<file path="config.mk">
export PLATFORM = sky130hd
export DESIGN_NAME = control_sequencer
export DESIGN_NICKNAME = d
export VERILOG_FILES = /design/src/rtl/control_sequencer.sv
export SDC_FILE = /design/constraint.sdc
export NUM_CORES = 1
export LEC_CHECK = 0
export BUFFER_PORTS_ARGS = -buffer_cell sky130_fd_sc_hd__buf_2
export CORE_AREA = 2 2 53 55
export CTS_BUF_LIST = sky130_fd_sc_hd__clkbuf_16
export DETAILED_ROUTE_END_ITERATION = 12
export DIE_AREA = 0 0 55 57
export PLACE_DENSITY = 0.74
export SLEW_MARGIN = 10
export SYNTH_ARGS = -nofsm -noshare
export SYNTH_HDL_FRONTEND = slang
export SYNTH_SLANG_ARGS = --single-unit
</file>
<file path="constraint.sdc">
create_clock -name clock -period 1.71 [get_ports clock]
set_clock_uncertainty 0.1 [all_clocks]
set_input_delay 0.342 -clock clock [delete_from_list [all_inputs] [get_ports clock]]
set_output_delay 0.342 -clock clock [all_outputs]
set_load 0.01 [all_outputs]
</file>
<file path="src/rtl/control_sequencer.sv">
// Timing-and-control sequencer: steps fetch/execute through T0..T7 from the IR opcode
// and decodes the bus-driver strobes, load enables, memory strobes and ALU op.
module control_sequencer #(
  parameter int OPW = 5
) (
  input  logic        clock,
  input  logic        clear_n,
  input  logic [31:0] ir,
  input  logic        con_ff,
  input  logic        mem_ready,
  output logic        Gra,
  output logic        Grb,
  output logic        Grc,
  output logic        Rin,
  output logic        Rout,
  output logic        BAout,
  output logic        PCout,
  output logic        MDRout,
  output logic        Zlowout,
  output logic        Zhighout,
  output logic        HIout,
  output logic        LOout,
  output logic        IRout,
  output logic        Yout,
  output logic        MARout,
  output logic        Cout,
  output logic        PCin,
  output logic        IRin,
  output logic        MARin,
  output logic        MDRin,
  output logic        Yin,
  output logic        Zin,
  output logic        HIin,
  output logic        LOin,
  output logic        CONin,
  output logic        IncPC,
  output logic        Read,
  output logic        Write,
  output logic [2:0]  alu_op,
  output logic        run
);

  typedef enum logic [3:0] {
    S_RST, S_T0, S_T1, S_T2, S_T3, S_T4, S_T5, S_T6, S_T7, S_HALT
  } state_t;

  localparam logic [OPW-1:0] OP_ADD  = OPW'(0);
  localparam logic [OPW-1:0] OP_OR   = OPW'(3);
  localparam logic [OPW-1:0] OP_ADDI = OPW'(4);
  localparam logic [OPW-1:0] OP_LD   = OPW'(5);
  localparam logic [OPW-1:0] OP_ST   = OPW'(6);
  localparam logic [OPW-1:0] OP_MUL  = OPW'(7);
  localparam logic [OPW-1:0] OP_MFHI = OPW'(8);
  localparam logic [OPW-1:0] OP_MFLO = OPW'(9);
  localparam logic [OPW-1:0] OP_BR   = OPW'(10);
  localparam logic [OPW-1:0] OP_HALT = {OPW{1'b1}};

  localparam logic [2:0] ALU_ADD = 3'd0;
  localparam logic [2:0] ALU_MUL = 3'd4;

  state_t         state;
  state_t         nxt;
  logic [OPW-1:0] op;
  logic           is_alu;
  logic           is_known;
  logic           unused_ir;

  assign op        = ir[31 -: OPW];
  assign unused_ir = ^ir[31-OPW:0];
  // add/sub/and/or share one step pattern; their opcode doubles as the ALU op.
  assign is_alu    = (op <= OP_OR);
  assign is_known  = (op <= OP_BR) || (op == OP_HALT);

  always_ff @(posedge clock or negedge clear_n) begin
    if (!clear_n) state <= S_RST;
    else          state <= nxt;
  end

  always_comb begin
    nxt = state;
    case (state)
      S_RST:  nxt = S_T0;
      S_T0:   nxt = S_T1;
      S_T1:   nxt = mem_ready ? S_T2 : S_T1;
      S_T2:   nxt = is_known ? S_T3 : S_T0;
      S_T3: begin
        if (op == OP_HALT)                          nxt = S_HALT;
        else if ((op == OP_MFHI) || (op == OP_MFLO)) nxt = S_T0;
        else                                        nxt = S_T4;
      end
      S_T4:   nxt = S_T5;
      S_T5:   nxt = (is_alu || (op == OP_ADDI)) ? S_T0 : S_T6;
      S_T6: begin
        if (op == OP_LD)      nxt = mem_ready ? S_T7 : S_T6;
        else if (op == OP_ST) nxt = S_T7;
        else                  nxt = S_T0;
      end
      S_T7: begin
        if (op == OP_ST) nxt = mem_ready ? S_T0 : S_T7;
        else             nxt = S_T0;
      end
      S_HALT: nxt = S_HALT;
      default: nxt = S_RST;
    endcase
  end

  // Moore decode; con_ff only gates PCin during the branch T6 step.
  always_comb begin
    Gra = 1'b0;  Grb = 1'b0;  Grc = 1'b0;  Rin = 1'b0;  Rout = 1'b0;  BAout = 1'b0;
    PCout = 1'b0;  MDRout = 1'b0;  Zlowout = 1'b0;  Zhighout = 1'b0;
    HIout = 1'b0;  LOout = 1'b0;  IRout = 1'b0;  Yout = 1'b0;  MARout = 1'b0;  Cout = 1'b0;
    PCin = 1'b0;  IRin = 1'b0;  MARin = 1'b0;  MDRin = 1'b0;  Yin = 1'b0;
    Zin = 1'b0;  HIin = 1'b0;  LOin = 1'b0;  CONin = 1'b0;  IncPC = 1'b0;
    Read = 1'b0;  Write = 1'b0;
    alu_op = ALU_ADD;
    run = 1'b1;
    case (state)
      S_T0: begin
        PCout = 1'b1;  MARin = 1'b1;  IncPC = 1'b1;  Zin = 1'b1;
      end
      S_T1: begin
        Zlowout = 1'b1;  PCin = 1'b1;  Read = 1'b1;  MDRin = 1'b1;
      end
      S_T2: begin
        MDRout = 1'b1;  IRin = 1'b1;
      end
      S_T3: begin
        if (is_alu || (op == OP_ADDI)) begin
          Grb = 1'b1;  Rout = 1'b1;  Yin = 1'b1;
        end else if ((op == OP_LD) || (op == OP_ST)) begin
          Grb = 1'b1;  BAout = 1'b1;  Yin = 1'b1;
        end else if (op == OP_MUL) begin
          Gra = 1'b1;  Rout = 1'b1;  Yin = 1'b1;
        end else if (op == OP_MFHI) begin
          HIout = 1'b1;  Gra = 1'b1;  Rin = 1'b1;
        end else if (op == OP_MFLO) begin
          LOout = 1'b1;  Gra = 1'b1;  Rin = 1'b1;
        end else if (op == OP_BR) begin
          Gra = 1'b1;  Rout = 1'b1;  CONin = 1'b1;
        end
      end
      S_T4: begin
        if (is_alu) begin
          Grc = 1'b1;  Rout = 1'b1;  Zin = 1'b1;  alu_op = op[2:0];
        end else if ((op == OP_ADDI) || (op == OP_LD) || (op == OP_ST)) begin
          Cout = 1'b1;  Zin = 1'b1;  alu_op = ALU_ADD;
        end else if (op == OP_MUL) begin
          Grb = 1'b1;  Rout = 1'b1;  Zin = 1'b1;  alu_op = ALU_MUL;
        end else if (op == OP_BR) begin
          PCout = 1'b1;  Yin = 1'b1;
        end
      end
      S_T5: begin
        if (is_alu || (op == OP_ADDI)) begin
          Zlowout = 1'b1;  Gra = 1'b1;  Rin = 1'b1;
        end else if ((op == OP_LD) || (op == OP_ST)) begin
          Zlowout = 1'b1;  MARin = 1'b1;
        end else if (op == OP_MUL) begin
          Zlowout = 1'b1;  LOin = 1'b1;
        end else if (op == OP_BR) begin
          Cout = 1'b1;  Zin = 1'b1;  alu_op = ALU_ADD;
        end
      end
      S_T6: begin
        if (op == OP_LD) begin
          Read = 1'b1;  MDRin = 1'b1;
        end else if (op == OP_ST) begin
          Gra = 1'b1;  Rout = 1'b1;  MDRin = 1'b1;
        end else if (op == OP_MUL) begin
          Zhighout = 1'b1;  HIin = 1'b1;
        end else if (op == OP_BR) begin
          Zlowout = 1'b1;  PCin = con_ff;
        end
      end
      S_T7: begin
        if (op == OP_LD) begin
          MDRout = 1'b1;  Gra = 1'b1;  Rin = 1'b1;
        end else if (op == OP_ST) begin
          Write = 1'b1;
        end
      end
      S_HALT: run = 1'b0;
      default: ;
    endcase
  end

endmodule

</file>
==> impl_metrics.toml <==
[run_status]
outcome = "complete, but fails checks"
violations = "setup timing"

[logic_synthesis]
avgSynthCellArea_um2 = 6.57
synth.most_common_cell = "nor2_1"
synth_edf_count = 0
ys_top_cells_by_area = "dfrtp_1, nor2_1, a21oi_1"
synth_area_um2 = 881
synth_async_sr_flop_share_pct = 100
synth_top_cell_by_area = "dfrtp_1"
synth_flop_cell = "dfrtp_1"
syn_inst = 134
ys_seq_area_share_pct = 11.4
synth.distinct_cells = 43
synth.top_cell.area_share_pct = 11.4
synth_warnings = 0
synth_commonest_cells = "nor2_1, a21oi_1, nand2_1"
ys_ff_latch = 4

[power]
p_per_area_nw_per_um2 = 1260
swShare_pct = 44.3
leakage_nw = 0.993
pwr-share-comb_pct = 76.9
max-vdd-ir-drop_mv = 0.954
p_int_mw = 1.40
total_power_mw = 2.51
sequentialPowerShare_pct = 8.7
clkPwrFrac_pct = 14.4
switchingPower_mw = 1.11

[setup_path]
crit_family = "flip-flops"
crit_arrival_ns = 1.58
slowest_delay_ns = 0.46
worstPathRequired_ns = 1.27
cp_max_fo = 4
critPathMostFrequentCell = "buf_6"
cp_slowest_cell = "dfrtp_2"
worstSetupPathType = "flip-flop to output port"
path_cells = "buf_6 > buf_6 > nor2b_4 > nand4_1 > a21oi_2 > buf_2"
start_kind = "flip-flop"
critPathBufInv = 3
endpoint_kind = "output port"

[clock_network]
cts_buffer_depth = 2
htreeDepth = 1
clock-sinks = 4
cts_tree = "yes"
cts_buffers = 3
clk_pin_slew_ns = 0.03
cts_root_buf = "clkbuf_16"
clk_latency_ns = 0.22

[finish]
syn_to_final_growth_pct = 127
postLayoutCellArea_um2 = 2000
regMostFlops = "state"
final_util_pct = 76.5
largestRegisters = "state (4)"
nets = 263
largest_reg_flops = 4
drive_gt1_share_pct = 69.8
n_antenna_cell = 0

[timing]
fmax_mhz = 495
layout_setup_ws_ns = -0.310
period_minus_slack_ns = 2.02
setup_viol = 31
timing.hold.ws_ns = 0.368
rsz0062_at_grt = "true"
final_hold_viol_count = 0
drv_slew = 0
tns_ns = -5.24
fin_crit_sh_pct = 118

[global_route]
grt_pass1_vias = 1382
grt_first_pass_wirelength_um = 6410
grt_max_degree = 15
track_usage_pct = 27.8
antenna_found_initial = 0
overflow = 0

[floorplanning]
core_area_um2 = 2620
die_y_um = 57
row_count = 19
fp.dieW_um = 55
io-pin-count = 68
die_area_um2 = 3140
start_util_pct = 33.7

[routing]
drt_iter0_drc = 72
top_layer = "met4"
met1_length_um = 1720
first_pass_iters = 4
antenna_left = 0
wl_per_cell_um = 18.2
routed_wl_um = 4660
met3_length_um = 329
dr_wl_met2_um = 2400
remaining_drc_errors = 0
num_vias = 1463
vias_per_cell = 5.71

[worst_hold_path]
hold_path_class = "input port to async pin"

[placed_design]
io_buffers = 37
place_congestion = 0.903
dp_hpwl_um = 2500
place_area_um2 = 1450

[job]
max-cap-violations = 0
==> cell usage in the layout (no fill, tap or decap), types with 2 or more instances in the layout <==
cell type,count
a21oi_2,5
nor4_4,2
and2_1,3
or3_4,2
nand3_1,3
nor2_1,13
nor2_2,4
nand2b_1,2
a31oi_1,4
nor3b_1,2
a211oi_1,2
a221o_1,2
dfrtp_1,2
nor2b_1,2
nand2_1,5
buf_6,28
dfrtp_2,2
nand2b_4,5
a21oi_1,6
conb_1,3
or2_4,3
buf_2,29
clkbuf_16,3
nor4b_4,2
nor3_4,2
o21bai_1,2
clkbuf_4,2
nor2b_4,3
nor3_2,5
nor2_4,4
nand3b_1,2
buf_4,41
==> worst paths after layout <==
| check | cells past startpoint | to | from | slack (ns) |
|---|---|---|---|---|
| setup / recovery | 6 | Cout | state[1] | -0.31 |
| hold / removal | 2 | state[2] | clear_n | 0.37 |
| setup reg to reg | 7 | state[2] | state[1] | -0.08 |
| hold reg to reg | 3 | state[3] | state[3] | 0.70 |
| max in group asynchronous | 2 | state[0] | clear_n | 1.00 |
| min in group clock | 4 | state[3] | mem_ready | 0.54 |
==> per-layer routing <==
| layer | track usage (%) | up-vias |
|---|---|---|
| met4 | 15.3 | 0 |
| li1 | - | 659 |
| met2 | 45.7 | 91 |
| met5 | 0 | - |
| met1 | 33.8 | 689 |
| met3 | 3.66 | 24 |
==> repair_timing <==
| action | 4_1_cts | 5_1_grt |
|---|---|---|
| setup endpoints to repair | 29 | 29 |
| resized for setup | 63 | 24 |
| setup buffers | 9 | 8 |
| hold endpoints to repair | 4 | 0 |
| hold buffers | 1 | 0 |
| pin swaps | 17 | 7 |
==> power by group through the flow <==
stage	registers (mW)	logic, mW	clock network [mW]
2_1_floorplan	0.143	0.686	0
3_3_place_gp	0.180	1.14	0
3_5_place_dp	0.182	1.16	0
4_1_cts	0.215	1.54	0.369
5_1_grt	0.220	2.03	0.376
6_report	0.218	1.93	0.363
==> final cells by class <==
class	instances	area, um2
Tap cell	31	38.8
Fill cell	173	614
Clock buffer	3	75.1
Multi-Input combinational cell	112	942
Inverter	3	13.8
Sequential cell	4	103
Timing Repair Buffer	103	828
==> cells by family after synthesis <==
kind of cell	Yosys count	synth area share [%]
and+or+nand+nor	77	51.7
AOI/OAI and AO/OA	31	23.6
xor gates and xnor gates	1	0.994
buffers and inverters	20	11.9
other	1	0.426
DFF	4	11.4
==> metrics by stage <==
step,std cells,worst slack (ns)
after floorplan,136,-0.0417
after global placement,236,-0.289
after detailed placement,236,-0.312
after CTS,249,-0.272
after global routing,256,-0.366
final,256,-0.310
No activity file was read; power rests on OpenSTA's default activity.
